<file path="config.mk">
export PLATFORM = sky130hd
export DESIGN_NAME = multiply_arbiter
export DESIGN_NICKNAME = d
export VERILOG_FILES = /design/src/rtl/multiply_pkg.sv /design/src/rtl/multiply_tag_fifo.sv /design/src/rtl/multiply_arbiter.sv
export SDC_FILE = /design/constraint.sdc
export NUM_CORES = 1
export LEC_CHECK = 0
export ABC_CLOCK_PERIOD_IN_PS = 4100
export BUFFER_PORTS_ARGS = -buffer_cell sky130_fd_sc_hd__clkbuf_2
export CORE_ASPECT_RATIO = 1.4
export CORE_MARGIN = 8
export CORE_UTILIZATION = 35
export DETAILED_ROUTE_END_ITERATION = 10
export GPL_TIMING_DRIVEN = 0
export PLACE_DENSITY = 0.78
export SYNTH_ARGS = -nofsm -noshare
export SYNTH_HDL_FRONTEND = slang
export SYNTH_SLANG_ARGS = --single-unit
export TNS_END_PERCENT = 20
</file>
<file path="constraint.sdc">
create_clock -name clk -period 4.1 [get_ports clk]
set_input_delay 0.205 -clock clk [delete_from_list [all_inputs] [get_ports clk]]
set_output_delay 0.205 -clock clk [all_outputs]
set_load 0.02 [all_outputs]
</file>
<file path="src/rtl/multiply_pkg.sv">
// Shared helpers and types for the multiply arbiter: width math and grant FSM states.
package multiply_pkg;

    function automatic int log2Ceil(input int value);
        int result;
        result = 0;
        while ((1 << result) < value) result++;
        return (result < 1) ? 1 : result;
    endfunction

    // Result keeps the integer bits of both operands plus Q fraction bits.
    function automatic int resultWidth(input int w, input int q);
        return 2 * w - q;
    endfunction

    typedef enum logic [0:0] {
        GRANT_IDLE  = 1'b0,
        GRANT_ISSUE = 1'b1
    } grantState_e;

endpackage

</file>
<file path="src/rtl/multiply_tag_fifo.sv">
// In-order FIFO of requester tags, one entry per multiply operation in flight.
module multiply_tag_fifo import multiply_pkg::*; #(
    parameter  int TAG_W = 2,
    parameter  int D     = 4,
    localparam int PW    = log2Ceil(D),
    localparam int CW    = log2Ceil(D + 1)
) (
    input  logic             clk,
    input  logic             rst_n,
    input  logic             push_i,
    input  logic [TAG_W-1:0] pushTag_i,
    input  logic             pop_i,
    output logic [TAG_W-1:0] headTag_o,
    output logic             full_o,
    output logic             empty_o
);

    logic [TAG_W-1:0] mem_q [D];
    logic [PW-1:0]    wrPtr_q, wrPtr_d;
    logic [PW-1:0]    rdPtr_q, rdPtr_d;
    logic [CW-1:0]    count_q, count_d;
    logic             doPush;
    logic             doPop;

    assign full_o    = (count_q == CW'(D));
    assign empty_o   = (count_q == '0);
    assign headTag_o = mem_q[rdPtr_q];

    // A push while full is accepted only when a pop frees the slot in the same cycle.
    assign doPush = push_i && (!full_o || pop_i);
    assign doPop  = pop_i && !empty_o;

    always_comb begin
        wrPtr_d = wrPtr_q;
        rdPtr_d = rdPtr_q;
        count_d = count_q;
        if (doPush) begin
            wrPtr_d = (wrPtr_q == PW'(D - 1)) ? '0 : wrPtr_q + 1'b1;
        end
        if (doPop) begin
            rdPtr_d = (rdPtr_q == PW'(D - 1)) ? '0 : rdPtr_q + 1'b1;
        end
        case ({doPush, doPop})
            2'b10:   count_d = count_q + 1'b1;
            2'b01:   count_d = count_q - 1'b1;
            default: count_d = count_q;
        endcase
    end

    always_ff @(posedge clk) begin
        if (!rst_n) begin
            wrPtr_q <= '0;
            rdPtr_q <= '0;
            count_q <= '0;
        end else begin
            wrPtr_q <= wrPtr_d;
            rdPtr_q <= rdPtr_d;
            count_q <= count_d;
        end
    end

    always_ff @(posedge clk) begin
        if (doPush) begin
            mem_q[wrPtr_q] <= pushTag_i;
        end
    end

endmodule

</file>
<file path="src/rtl/multiply_arbiter.sv">
// Round-robin sharing of one stb/rdy multiplier among N requesters, with results
// steered back to their issuers through an in-order tag FIFO.
module multiply_arbiter import multiply_pkg::*; #(
    parameter  int N     = 4,
    parameter  int W     = 16,
    parameter  int Q     = 8,
    parameter  int D     = 4,
    localparam int RW    = resultWidth(W, Q),
    localparam int TAG_W = log2Ceil(N)
) (
    input  logic                 clk,
    input  logic                 rst_n,
    input  logic [N-1:0]         req_arg_stb,
    input  logic [N*2*W-1:0]     req_arg_dat,
    output logic [N-1:0]         req_arg_rdy,
    output logic [N-1:0]         req_res_stb,
    output logic [RW-1:0]        req_res_dat,
    input  logic [N-1:0]         req_res_rdy,
    output logic                 mul_arg_stb,
    output logic [2*W-1:0]       mul_arg_dat,
    input  logic                 mul_arg_rdy,
    input  logic                 mul_res_stb,
    input  logic [RW-1:0]        mul_res_dat,
    output logic                 mul_res_rdy
);

    if (N < 2) begin : gBadN
        $error("multiply_arbiter: N must be at least 2");
    end
    if (D < 1) begin : gBadD
        $error("multiply_arbiter: D must be at least 1");
    end
    if ((Q < 1) || (Q > W)) begin : gBadQ
        $error("multiply_arbiter: Q must lie in 1..W");
    end

    grantState_e      state_q, state_d;
    logic [TAG_W-1:0] grant_q, grant_d;
    logic [TAG_W-1:0] ptr_q, ptr_d;
    logic             pickValid;
    logic [TAG_W-1:0] pickIdx;
    logic             fifoPush;
    logic             fifoPop;
    logic             fifoFull;
    logic             fifoEmpty;
    logic [TAG_W-1:0] headTag;

    function automatic logic [TAG_W-1:0] wrapIndex(input int value);
        return TAG_W'(value % N);
    endfunction

    // First strobing requester at or after the round-robin pointer.
    always_comb begin
        pickValid = 1'b0;
        pickIdx   = '0;
        for (int i = 0; i < N; i++) begin
            if (!pickValid && req_arg_stb[wrapIndex(int'(ptr_q) + i)]) begin
                pickValid = 1'b1;
                pickIdx   = wrapIndex(int'(ptr_q) + i);
            end
        end
    end

    always_comb begin
        state_d     = state_q;
        grant_d     = grant_q;
        ptr_d       = ptr_q;
        mul_arg_stb = 1'b0;
        req_arg_rdy = '0;
        fifoPush    = 1'b0;
        unique case (state_q)
            GRANT_IDLE: begin
                if (pickValid && !fifoFull) begin
                    grant_d = pickIdx;
                    state_d = GRANT_ISSUE;
                end
            end
            GRANT_ISSUE: begin
                mul_arg_stb = 1'b1;
                if (mul_arg_rdy) begin
                    req_arg_rdy[grant_q] = 1'b1;
                    fifoPush             = 1'b1;
                    ptr_d                = wrapIndex(int'(grant_q) + 1);
                    state_d              = GRANT_IDLE;
                end
            end
            default: state_d = GRANT_IDLE;
        endcase
    end

    always_ff @(posedge clk) begin
        if (!rst_n) begin
            state_q <= GRANT_IDLE;
            grant_q <= '0;
            ptr_q   <= '0;
        end else begin
            state_q <= state_d;
            grant_q <= grant_d;
            ptr_q   <= ptr_d;
        end
    end

    assign mul_arg_dat = req_arg_dat[int'(grant_q) * 2 * W +: 2 * W];

    // Results belong to the oldest issued tag; with no owner nothing is accepted.
    always_comb begin
        req_res_stb = '0;
        mul_res_rdy = 1'b0;
        if (!fifoEmpty) begin
            req_res_stb[headTag] = mul_res_stb;
            mul_res_rdy          = req_res_rdy[headTag];
        end
    end

    assign req_res_dat = mul_res_dat;
    assign fifoPop     = mul_res_stb && mul_res_rdy;

    multiply_tag_fifo #(
        .TAG_W (TAG_W),
        .D     (D)
    ) tagFifo (
        .clk       (clk),
        .rst_n     (rst_n),
        .push_i    (fifoPush),
        .pushTag_i (grant_q),
        .pop_i     (fifoPop),
        .headTag_o (headTag),
        .full_o    (fifoFull),
        .empty_o   (fifoEmpty)
    );

    resultWithoutOwner: assert property (
        @(posedge clk) disable iff (!rst_n) !(mul_res_stb && fifoEmpty)
    );

endmodule

</file>
==> impl_results.md <==
- Final Instance Area: 0.003302 mm2
- Count leader, synth: mux4_2
- Global route hottest layer: met2
- Min cycle time layout: 3027 ps
- Area grow syn2layout: 54.42%
- WL final: 9455 um
- Total gr overflow: 0
- Worst EP required: 4280 ps
- Crit-path max FO: 7
- Fin cells: 458
- Clock Pin Slew Worst Setup and Hold Paths: 70 ps
- Mean Syn Cell Area: 12.08 um2
- Max_cap viols: 0
- Rows: 33
- Fin crit share: 0.7382
- R2r setup slk: 1070 ps
- Reg2reg path depth: 11
- Vias: 2323
- Number of flops mapped to enable cells by yosys: 8
- Initial antenna violation count: 2
- Status: finished clean
- Dominant cells by area after synthesis: mux4_2 36%, dfxtp_1 13%, edfxtp_1 11%
- Reg2reg end: tagFifo.count_q[2]
- CTS Hold Bufs: 0
- Crit path kind: flip-flop to flip-flop
- CP arrival: 3210 ps
- Die span in y: 108.5 um
- Worst slew margin: 0.6279
- DR WL/cell: 20.64 um
- Overall routing resource usage: 0.1988
- Number of distinct library cells after synthesis: 35
- Number of gates resized after CTS: 0
- DRT iter0 DRCs: 206
- Final Hold Viols: 0
- Yosys top cell by area: mux4_2
- GRT met1 Usage: 0.2250
- Final count of pins violating max slew: 0
- CP Capture Point: tagFifo.count_q[2]
- Largest net degree at the start of global routing: 13
- CTS tree: yes
- Met2 usage: 0.3390
- Final setup fails: 0
- Share of layout cells above drive strength 1: 0.7047
- Clock root buffer: clkbuf_8
- Post-Syn Nets: 352
- Grt met3 use: 0.06645
- # IOs: 230
- Core area: 0.005904 mm2
- Syn Inst Count: 177
- DP Cell Count: 452
- PnR Total Power: 0.7682 mW
- Via-to-Cell Ratio: 5.072
- Post-synth ARST share: 0
- Warnings from Yosys: 0
- Worst IR Drop VDD: 0.0001238 V
- Nets: 562
- Worst skew pair latency: 250 ps
- LEAKAGE: 1.650 nW
- Antenna Nets Post-Route: 0
- Die area: 0.008902 mm2
- Cell Area, Placed: 0.003252 mm2
- Tightest Hold Check Type: primary input to flip-flop
- Synthesized area: 0.002138 mm2
- Synth top area share: 0.3581
- RSZ-0062 raised after global routing: no
- First-pass GRT wire length: 13360 um
- Yosys reg bits: 22
- PD cells: 232.7 mW/mm2
- Top cells by count, synth: 34 x mux4_2, 24 x buf_4, 14 x dfxtp_1
- Post-synthesis sequential area ratio: 0.2434
- GPL Wtd Cong: 0.9385
- H-tree depth: 1
- Final TNS setup: 0 ps
- Starting Density: 0.3622
- Critical Path End Type: flip-flop
- Fmax achieved: 330.4 MHz
- DIE WIDTH: 82.06 um
- Clk buf depth: 2
- # port buffers: 205
- CP Launch Type: flip-flop
- Slew @ Worst Pin: 558.1 ps
- Main synth FF type: dfxtp_1
- # DRC: 0
- Post-DP HPWL: 8709 um
- Hold WS: 246.4 ps
- Number of CTS-inserted buffers: 3
- # clock sinks: 22
- Vias in the first global route: 2484
- DR pass1 iterations: 4
- Post-CTS setup buffers: 0
- FILL cells: 513
- Skew final: 3.338 ps
how the worst min path moves through the flow:
stage | slack [ps] | depth (start not counted) | from | to
final | 250 | 2 | rst_n | tagFifo.count_q[2]
after floorplan | 350 | 2 | rst_n | tagFifo.wrPtr_q[1]
after global routing | 260 | 2 | rst_n | grant_q[1]
after CTS | 250 | 2 | rst_n | tagFifo.count_q[2]
after global placement | 480 | 2 | tagFifo.wrPtr_q[1] | tagFifo.wrPtr_q[1]
after detailed placement | 500 | 2 | tagFifo.wrPtr_q[1] | tagFifo.wrPtr_q[1]
cells by family (layout without fill, tap and decap cells):
logic type               after synthesis  in the layout  share of synthesized area
AND/OR/NAND/NOR                       36             36                    0.08894
flip-flops                            22             22                     0.2434
adder cells (fa/ha/maj)               11             11                    0.06788
XOR/XNOR                               2              2                   0.008193
AO/OA/AOI/OAI                         19             19                    0.06846
multiplexers                          43             43                     0.4020
buffers and inverters                 44            253                     0.1211
other                                  0              2                          0
routing by layer:
metal	wire length [um]	part of all wire	vias up
met1	3258	0.34	1084
met3	1190	0.13	8
li1	-	-	1067
met4	133	0.014	0
met5	0	0	-
met2	4873	0.52	164
per-stage QoR:
stage | setup WS, ps | util
2_1_floorplan | 1272 | -
3_3_place_gp | 1130 | 0.5508
3_5_place_dp | 1079 | 0.5508
4_1_cts | 1047 | 0.5584
5_1_grt | 857.5 | 0.5592
6_report | 1073 | 0.5592
layout make-up:
cell class / instances / area (um2) / area share
multi-input cells: 111 / 1359 / 0.4115
flip-flops and latches: 22 / 520.5 / 0.1576
well taps: 70 / 87.58 / 0.02653
repair buffers: 205 / 1026 / 0.3107
clock buffers: 4 / 45.04 / 0.01364
diodes: 2 / 5.005 / 0.001516
inverters: 11 / 41.29 / 0.01250
plain buffers: 33 / 217.7 / 0.06593
registers in the layout, indices dropped and copies added, names as in the netlist, named ones only:
| register | flops |
|---|---|
| tagFifo.rdPtr_q | 2 |
| tagFifo.wrPtr_q | 2 |
| ptr_q | 2 |
| tagFifo.count_q | 3 |
| grant_q | 2 |
| tagFifo.mem_q | 8 |
| state_q | 1 |
critical path, stage by stage, from the launching register on:
cell	delay, ps
dfxtp_1	380
mux4_2	600
mux2i_2	260
o22ai_2	180
o21a_4	270
inv_1	60
ha_1	170
inv_1	60
fa_1	370
xor2_1	160
or3_1	300
a21boi_0	150
cells in the final DEF (no fill, tap or decap):
cell type  count
o221ai_1       1
o21ai_0        2
o31a_1         1
a21oi_1        3
o22ai_2        1
nor2_1         7
ha_1          10
clkbuf_1       7
and2_1         7
and3_1         4
xor2_1         1
mux2i_2        1
mux4_2        34
or3_1          1
clkbuf_2     205
clkbuf_8       3
mux2i_1        8
edfxtp_1       8
a21boi_0       3
o21a_1         2
buf_4         24
or2_1          1
a211oi_1       1
nor4_1         1
xnor2_1        1
inv_1         11
nor2b_1        4
o21a_4         1
diode_2        2
fa_1           1
buf_2          3
dfxtp_1       14
o211ai_1       1
o31ai_1        1
o211a_1        1
a31oi_1        1
nand2b_1       4
nand2_1        7
where the power goes:
group	internal (mW)	total [mW]	switching (mW)
Combinational	0.191	0.384	0.193
Sequential	0.238	0.252	0.0138
Clock	0.0690	0.132	0.0631
(Power assumes the default switching activity.)
